<file path="src/rtl/seg7_scan_mux_if.sv">
// Bus between the digit sources and the 7-segment scanner: control and packed
// digit inputs toward the scanner, registered segment/anode drive back out.
interface seg7_scan_mux_if #(
    parameter int unsigned DIGITS = 4,
    parameter int unsigned DW     = 4,
    parameter int unsigned SW_W   = $clog2(DIGITS)
);

    logic                   mode;      // 0 = auto scan, 1 = manual select
    logic [SW_W-1:0]        sw;        // manual digit index
    logic                   blank_lz;  // 1 = blank leading zero digits
    logic [DIGITS*DW-1:0]   data;      // digit i at data[i*DW +: DW]
    logic [DW-1:0]          cnt;       // value of the selected digit
    logic [DIGITS-1:0]      an;        // active-low one-hot anode enables
    logic [SW_W-1:0]        sel;       // current digit index
    logic                   tick;      // one-cycle refresh strobe

    // Digit source / display side.
    modport master (
        output mode,
        output sw,
        output blank_lz,
        output data,
        input  cnt,
        input  an,
        input  sel,
        input  tick
    );

    // Scanner side.
    modport slave (
        input  mode,
        input  sw,
        input  blank_lz,
        input  data,
        output cnt,
        output an,
        output sel,
        output tick
    );

endinterface

</file>
<file path="src/rtl/seg7_scan_mux.sv">
// Time-multiplexed 7-segment digit scanner. One digit at a time is routed to
// the shared segment decoder; the digit index advances on a prescaled refresh
// tick (auto) or follows sw (manual). Each digit change passes through a
// dead-time window with every anode off to avoid ghosting, and leading zero
// digits can optionally be blanked. All outputs are registered.
module seg7_scan_mux #(
    parameter int unsigned DIGITS = 4,
    parameter int unsigned DW     = 4,
    parameter int unsigned DIV    = 50000,
    parameter int unsigned DEAD   = 2,
    parameter int unsigned SW_W   = $clog2(DIGITS)
) (
    input  logic            clk,
    input  logic            rst,
    seg7_scan_mux_if.slave  bus
);

    // Prescaler width; DIV >= 4 so this is always at least 2 bits.
    localparam int unsigned PW = $clog2(DIV);

    localparam logic [PW-1:0]   PRE_LAST  = PW'(DIV - 1);
    // DEAD <= DIV-2, so the dead-time count fits in the prescaler width.
    localparam logic [PW-1:0]   DEAD_LOAD = PW'(DEAD);
    localparam logic [SW_W-1:0] IDX_LAST  = SW_W'(DIGITS - 1);

    typedef enum logic [0:0] {
        StShow,
        StDead
    } state_e;

    // Prescaler and refresh strobe
    logic [PW-1:0]      pre_q, pre_d;
    logic               tick_q, tick_d;
    logic               pre_wrap;

    // Scan state
    state_e             state_q, state_d;
    logic [PW-1:0]      dcnt_q, dcnt_d;
    logic [SW_W-1:0]    idx_q, idx_d;
    logic [SW_W-1:0]    tgt_q, tgt_d;
    logic [SW_W-1:0]    idx_next;

    // Output drive
    logic [DW-1:0]      cnt_q, cnt_d;
    logic [DIGITS-1:0]  an_q, an_d;
    logic [SW_W-1:0]    sel_q, sel_d;

    // Digit lookup for the current index
    logic [DW-1:0]      cur_digit;
    logic               idx_valid;
    logic               upper_zero;
    logic               blank;

    // Prescaler next value; the strobe marks the cycle after the last count.
    always_comb begin
        pre_wrap = (pre_q == PRE_LAST);
        pre_d    = pre_wrap ? '0 : pre_q + 1'b1;
        tick_d   = pre_wrap;
    end

    // Prescaler and strobe registers; free-running in both modes.
    always_ff @(posedge clk or posedge rst) begin
        if (rst) begin
            pre_q  <= '0;
            tick_q <= 1'b0;
        end else begin
            pre_q  <= pre_d;
            tick_q <= tick_d;
        end
    end

    // Auto-scan successor index; an out-of-range index left over from manual
    // mode also restarts at digit 0.
    always_comb begin
        idx_next = (idx_q >= IDX_LAST) ? '0 : idx_q + 1'b1;
    end

    // Scan FSM next state: SHOW holds a digit, DEAD blanks between digits.
    always_comb begin
        state_d = state_q;
        dcnt_d  = dcnt_q;
        idx_d   = idx_q;
        tgt_d   = tgt_q;

        case (state_q)
            StShow: begin
                // The refresh decision uses the same wrap condition that raises
                // tick, so the anodes go dark the cycle after tick.
                if (bus.mode) begin
                    if (bus.sw != idx_q) begin
                        state_d = StDead;
                        dcnt_d  = DEAD_LOAD;
                        tgt_d   = bus.sw;
                    end
                end else if (pre_wrap) begin
                    state_d = StDead;
                    dcnt_d  = DEAD_LOAD;
                    tgt_d   = idx_next;
                end
            end
            StDead: begin
                // Ticks arriving here are dropped, not queued.
                if (dcnt_q == '0) begin
                    state_d = StShow;
                    // Manual mode re-samples sw so the latest selection wins.
                    idx_d   = bus.mode ? bus.sw : tgt_q;
                end else begin
                    dcnt_d = dcnt_q - 1'b1;
                end
            end
            default: begin
                state_d = StShow;
            end
        endcase
    end

    // Scan FSM state registers.
    always_ff @(posedge clk or posedge rst) begin
        if (rst) begin
            state_q <= StShow;
            dcnt_q  <= '0;
            idx_q   <= '0;
            tgt_q   <= '0;
        end else begin
            state_q <= state_d;
            dcnt_q  <= dcnt_d;
            idx_q   <= idx_d;
            tgt_q   <= tgt_d;
        end
    end

    // Select the current digit and check whether it is a leading zero.
    always_comb begin
        cur_digit  = '0;
        idx_valid  = 1'b0;
        upper_zero = 1'b1;
        for (int i = 0; i < DIGITS; i++) begin
            if (idx_q == SW_W'(i)) begin
                cur_digit = bus.data[i*DW +: DW];
                idx_valid = 1'b1;
            end
            if ((SW_W'(i) > idx_q) && (bus.data[i*DW +: DW] != '0)) begin
                upper_zero = 1'b0;
            end
        end
        // Digit 0 always lights so a zero value still shows something.
        blank = bus.blank_lz && (idx_q != '0) && (cur_digit == '0) && upper_zero;
    end

    // Output next values; unused indices and DEAD leave every anode off.
    always_comb begin
        an_d  = '1;
        cnt_d = idx_valid ? cur_digit : '0;
        sel_d = idx_q;
        if ((state_q == StShow) && idx_valid && !blank) begin
            an_d = ~(DIGITS'(1) << idx_q);
        end
    end

    // Output registers.
    always_ff @(posedge clk or posedge rst) begin
        if (rst) begin
            cnt_q <= '0;
            an_q  <= '1;
            sel_q <= '0;
        end else begin
            cnt_q <= cnt_d;
            an_q  <= an_d;
            sel_q <= sel_d;
        end
    end

    assign bus.cnt  = cnt_q;
    assign bus.an   = an_q;
    assign bus.sel  = sel_q;
    assign bus.tick = tick_q;

endmodule

</file>
<file path="src/flat_wrapper.sv">
// flat-port wrapper written by rule: the top's interface ports become plain ports
module seg7_scan_mux_flat 
#(
    parameter int unsigned DIGITS = 4,
    parameter int unsigned DW     = 4,
    parameter int unsigned DIV    = 50000,
    parameter int unsigned DEAD   = 2,
    parameter int unsigned SW_W   = $clog2(DIGITS)
)
  (clk, rst, bus_mode, bus_sw, bus_blank_lz, bus_data, bus_cnt, bus_an, bus_sel, bus_tick);
  seg7_scan_mux_if #(.DIGITS(DIGITS), .DW(DW), .SW_W(SW_W)) bus_i ();
  input  logic clk;
  input  logic rst;
  input wire logic [$bits(bus_i.mode)-1:0] bus_mode;
  input wire logic [$bits(bus_i.sw)-1:0] bus_sw;
  input wire logic [$bits(bus_i.blank_lz)-1:0] bus_blank_lz;
  input wire logic [$bits(bus_i.data)-1:0] bus_data;
  output wire logic [$bits(bus_i.cnt)-1:0] bus_cnt;
  output wire logic [$bits(bus_i.an)-1:0] bus_an;
  output wire logic [$bits(bus_i.sel)-1:0] bus_sel;
  output wire logic [$bits(bus_i.tick)-1:0] bus_tick;
  assign bus_i.mode = bus_mode;
  assign bus_i.sw = bus_sw;
  assign bus_i.blank_lz = bus_blank_lz;
  assign bus_i.data = bus_data;
  assign bus_cnt = bus_i.cnt;
  assign bus_an = bus_i.an;
  assign bus_sel = bus_i.sel;
  assign bus_tick = bus_i.tick;
  seg7_scan_mux #(.DIGITS(DIGITS), .DW(DW), .DIV(DIV), .DEAD(DEAD), .SW_W(SW_W)) u_core (.clk(clk), .rst(rst), .bus(bus_i));
endmodule
</file>
<file path="config.mk">
export PLATFORM = sky130hd
export DESIGN_NAME = seg7_scan_mux_flat
export DESIGN_NICKNAME = d
export VERILOG_FILES = /design/src/rtl/seg7_scan_mux_if.sv /design/src/rtl/seg7_scan_mux.sv /design/src/flat_wrapper.sv
export SDC_FILE = /design/constraint.sdc
export NUM_CORES = 1
export LEC_CHECK = 0
export ABC_CLOCK_PERIOD_IN_PS = 2300
export BUFFER_PORTS_ARGS = -buffer_cell sky130_fd_sc_hd__buf_2
export CELL_PAD_IN_SITES_DETAIL_PLACEMENT = 1
export CELL_PAD_IN_SITES_GLOBAL_PLACEMENT = 1
export CORE_AREA = 5 5 87 81
export CTS_BUF_LIST = sky130_fd_sc_hd__clkbuf_4 sky130_fd_sc_hd__clkbuf_8
export DETAILED_ROUTE_END_ITERATION = 12
export DIE_AREA = 0 0 92 86
export HOLD_SLACK_MARGIN = 0.12
export PLACE_DENSITY = 0.81
export REMOVE_ABC_BUFFERS = 1
export SYNTH_ARGS = -nofsm -noshare
export SYNTH_HDL_FRONTEND = slang
export SYNTH_SLANG_ARGS = --single-unit
</file>
<file path="constraint.sdc">
create_clock -name clk -period 2.3 [get_ports clk]
set_clock_uncertainty 0.1 [all_clocks]
set_input_delay 0.23 -clock clk [delete_from_list [all_inputs] [get_ports clk]]
set_output_delay 0.23 -clock clk [all_outputs]
set_load 0.1 [all_outputs]
</file>
==> flow_metrics.tcl <==
set metrics [dict create \
    outcome "completed" \
    first_iter_violations 66 \
    critical-path-top-delay-family "simple AND/OR/NAND/NOR gates" \
    dieWidth_um 92 \
    cts_made_buffers 5 \
    fp.dieH_um 86 \
    via_per_inst 5.58 \
    nNetsFinal 340 \
    crit_buf_inv 1 \
    cpMaxStageDelayCell "or4b_4" \
    cts_max_path_buffers 2 \
    reg2reg_depth 6 \
    synth-seq-cells 48 \
    fin_crit_ns 2.16 \
    h-tree-depth 2 \
    layout.cells.non_filler 382 \
    diodes 0 \
    clock_latency_ns 0.30 \
    synth_cells 268 \
    finalSetupTns_ns 0 \
    post-route-drc-count 0 \
    fmax_mhz 463 \
    first_pass_iters 4 \
    syn-mean-instance-area_um2 9.79 \
    dp_hpwl_mm 5.02 \
    slew_headroom_pct 64.7 \
    whs_path_depth 3 \
    synthArstFlopShare_pct 100 \
    setup_viol 0 \
    ys.flop_type "dfrtp_1" \
    vdd_drop_max_v 0.000525 \
    die_area_um2 7910 \
    numPortBuffers 32 \
    ios 33 \
    ys_types 53 \
    start_kind "flip-flop" \
    synth_warnings 0 \
    post-cts-setup-buffers 0 \
    arrival_ns 2.25 \
    synth_area_um2 2620 \
    grt_start_max_net_pins 32 \
    wl_mm 6.65 \
    clock_sinks 48 \
    core_um2 6010 \
    tightest_slew_ns 0.528 \
    p_leak_nw 1.39 \
    slowest_delay_ns 0.57 \
    hp-class "in2reg" \
    crit_fanout 9 \
    wl_per_cell_um 17.4 \
    ant_nets 0 \
    place_inst 371 \
    gp_congestion 0.794 \
    slew_violations 0 \
    final_common_cell "dfrtp_1" \
    rows 27 \
    grt_pass1_wl_mm 11.4 \
    antenna_found_initial 0 \
    hold_viol 0 \
    p_per_area_nw_per_um2 948 \
    ys_seq_area_share_pct 46.0 \
    grt.overflow.total 0 \
    cp.required_ns 2.39 \
    fin_crit_sh_pct 93.9 \
    track_usage_pct 17.9 \
    root_buffer "clkbuf_8" \
    layout_common_cells "44 x dfrtp_1, 32 x nand2_1, 32 x buf_2, 22 x nor2_1, 16 x xnor2_1" \
    crit_path_end_kind "flip-flop" \
    crit_type "reg2reg" \
    vias 2131 \
    cts_tree "built" \
    area_delta_synth_final_pct 16.9 \
    clk_pin_slew_ns 0.09 \
    rsz0062_at_grt "no" \
    cap_violations 0 \
    path_cells "or4b_4, nor4_4, o21ai_2, buf_4, mux2i_1, o22ai_1" \
    synth_edf_count 0 \
    grt_pass1_vias 2314 \
    cp_num_cells 6 \
    nFillCells 701 \
    start_util_pct 43.6 \
    drive_gt1_share_pct 21.6 \
]
## Yosys cell counts, drive strengths merged (2+ instances only)
cell type | count | area share, %
a211oi | 3 | 0.86
a21oi | 9 | 1.7
a22o | 4 | 1.3
and3 | 3 | 0.72
and4 | 2 | 0.67
buf | 4 | 0.72
clkbuf | 7 | 1.0
dfrtp | 44 | 42
dfstp | 4 | 4.0
ha | 9 | 4.3
inv | 6 | 0.86
mux2 | 2 | 0.86
mux2i | 8 | 3.1
nand2 | 32 | 4.6
nand3 | 12 | 2.3
nand3b | 4 | 1.1
nand4b | 2 | 0.67
nor2 | 23 | 3.6
nor2b | 9 | 2.1
nor3 | 14 | 3.5
nor4 | 6 | 2.0
nor4b | 2 | 0.67
o21ai | 13 | 2.6
or3 | 4 | 1.1
or4b | 2 | 0.91
xnor2 | 16 | 5.3
xor2 | 6 | 2.0
## cells by family (layout without fill, tap and decap cells)
kind of cell | after synthesis | after routing | share of synthesized area (%)
muxes | 10 | 10 | 3.91
xor gates and xnor gates | 22 | 22 | 7.35
buffers and inverters | 17 | 59 | 2.58
adders and majority gates | 9 | 9 | 4.29
AOI/OAI and AO/OA | 41 | 41 | 10.2
and+or+nand+nor | 121 | 121 | 25.7
DFF | 48 | 48 | 46.0
## cell type report
| class | instances | area [um^2] | area share (%) |
|---|---|---|---|
| multi-input cells | 203 | 1350 | 44.0 |
| flip-flops and latches | 48 | 1210 | 39.3 |
| repair buffers | 45 | 278 | 9.06 |
| well taps | 72 | 90.1 | 2.94 |
| clock buffers | 6 | 82.6 | 2.69 |
| clock inverters | 2 | 38.8 | 1.26 |
| inverters | 6 | 22.5 | 0.734 |
## stage by stage
step                total power [mW]  hold WS [ns]  worst slack, ns  instance area [um^2]  util [%]
global route                    3.10         0.199           0.0328                  3070      51.0
floorplan                       1.98         0.270          -0.0712                  2580         -
finish                          2.91         0.194            0.141                  3070      51.0
global placement                2.22         0.142            0.207                  2920      48.5
detailed placement              2.26         0.154            0.139                  2920      48.5
CTS                             2.93         0.183            0.120                  3070      51.0
## worst reg2reg max path, cell delays in order, from the launching register on
cell     delay (ns)
dfrtp_1        0.44
or4b_4         0.57
nor4_4         0.32
o21ai_2        0.15
buf_4          0.20
mux2i_1        0.16
o22ai_1        0.10
## per-layer routing
layer	wire [um]	track usage, %
met3	164	2.72
met1	3100	24.4
met4	68	4.45
met5	0	0
met2	3310	30.2
## path summary, 6_finish.rpt
path	start	to	slack, ns
setup reg to reg	u_core.pre_q[10]$_DFF_PP0_	u_core.dcnt_q[0]$_DFFE_PP0P_	0.14
hold reg to reg	u_core.pre_q[0]$_DFF_PP0_	u_core.pre_q[0]$_DFF_PP0_	0.39
max in group asynchronous	rst	u_core.bus.an[3]$_DFF_PP1_	1.18
min in group asynchronous	rst	u_core.pre_q[5]$_DFF_PP0_	0.36
hold / removal	bus_sw[1]	u_core.idx_q[1]$_DFFE_PP0N_	0.19
setup / recovery	u_core.pre_q[10]$_DFF_PP0_	u_core.dcnt_q[0]$_DFFE_PP0P_	0.14
## registers in the layout, summed over array words and instances, names as in the netlist
name,count
u_core.bus.an,4
u_core.bus.cnt,4
u_core.bus.sel,2
u_core.bus.tick,1
u_core.dcnt_q,16
u_core.idx_q,2
u_core.pre_q,16
u_core.state_q,1
u_core.tgt_q,2
## power by group
part	internal, mW	switching [mW]
Sequential	1.02	0.218
Clock	0.356	0.295
Combinational	0.384	0.634
## what timing repair did
action / 4_1_cts / 5_1_grt
resized for setup: 0 / 1
endpoints found under the setup margin: 0 / 1
hold buffers: 3 / 0
endpoints found under the hold margin: 19 / 0
Note: power is estimated with default switching activity, not from simulation.
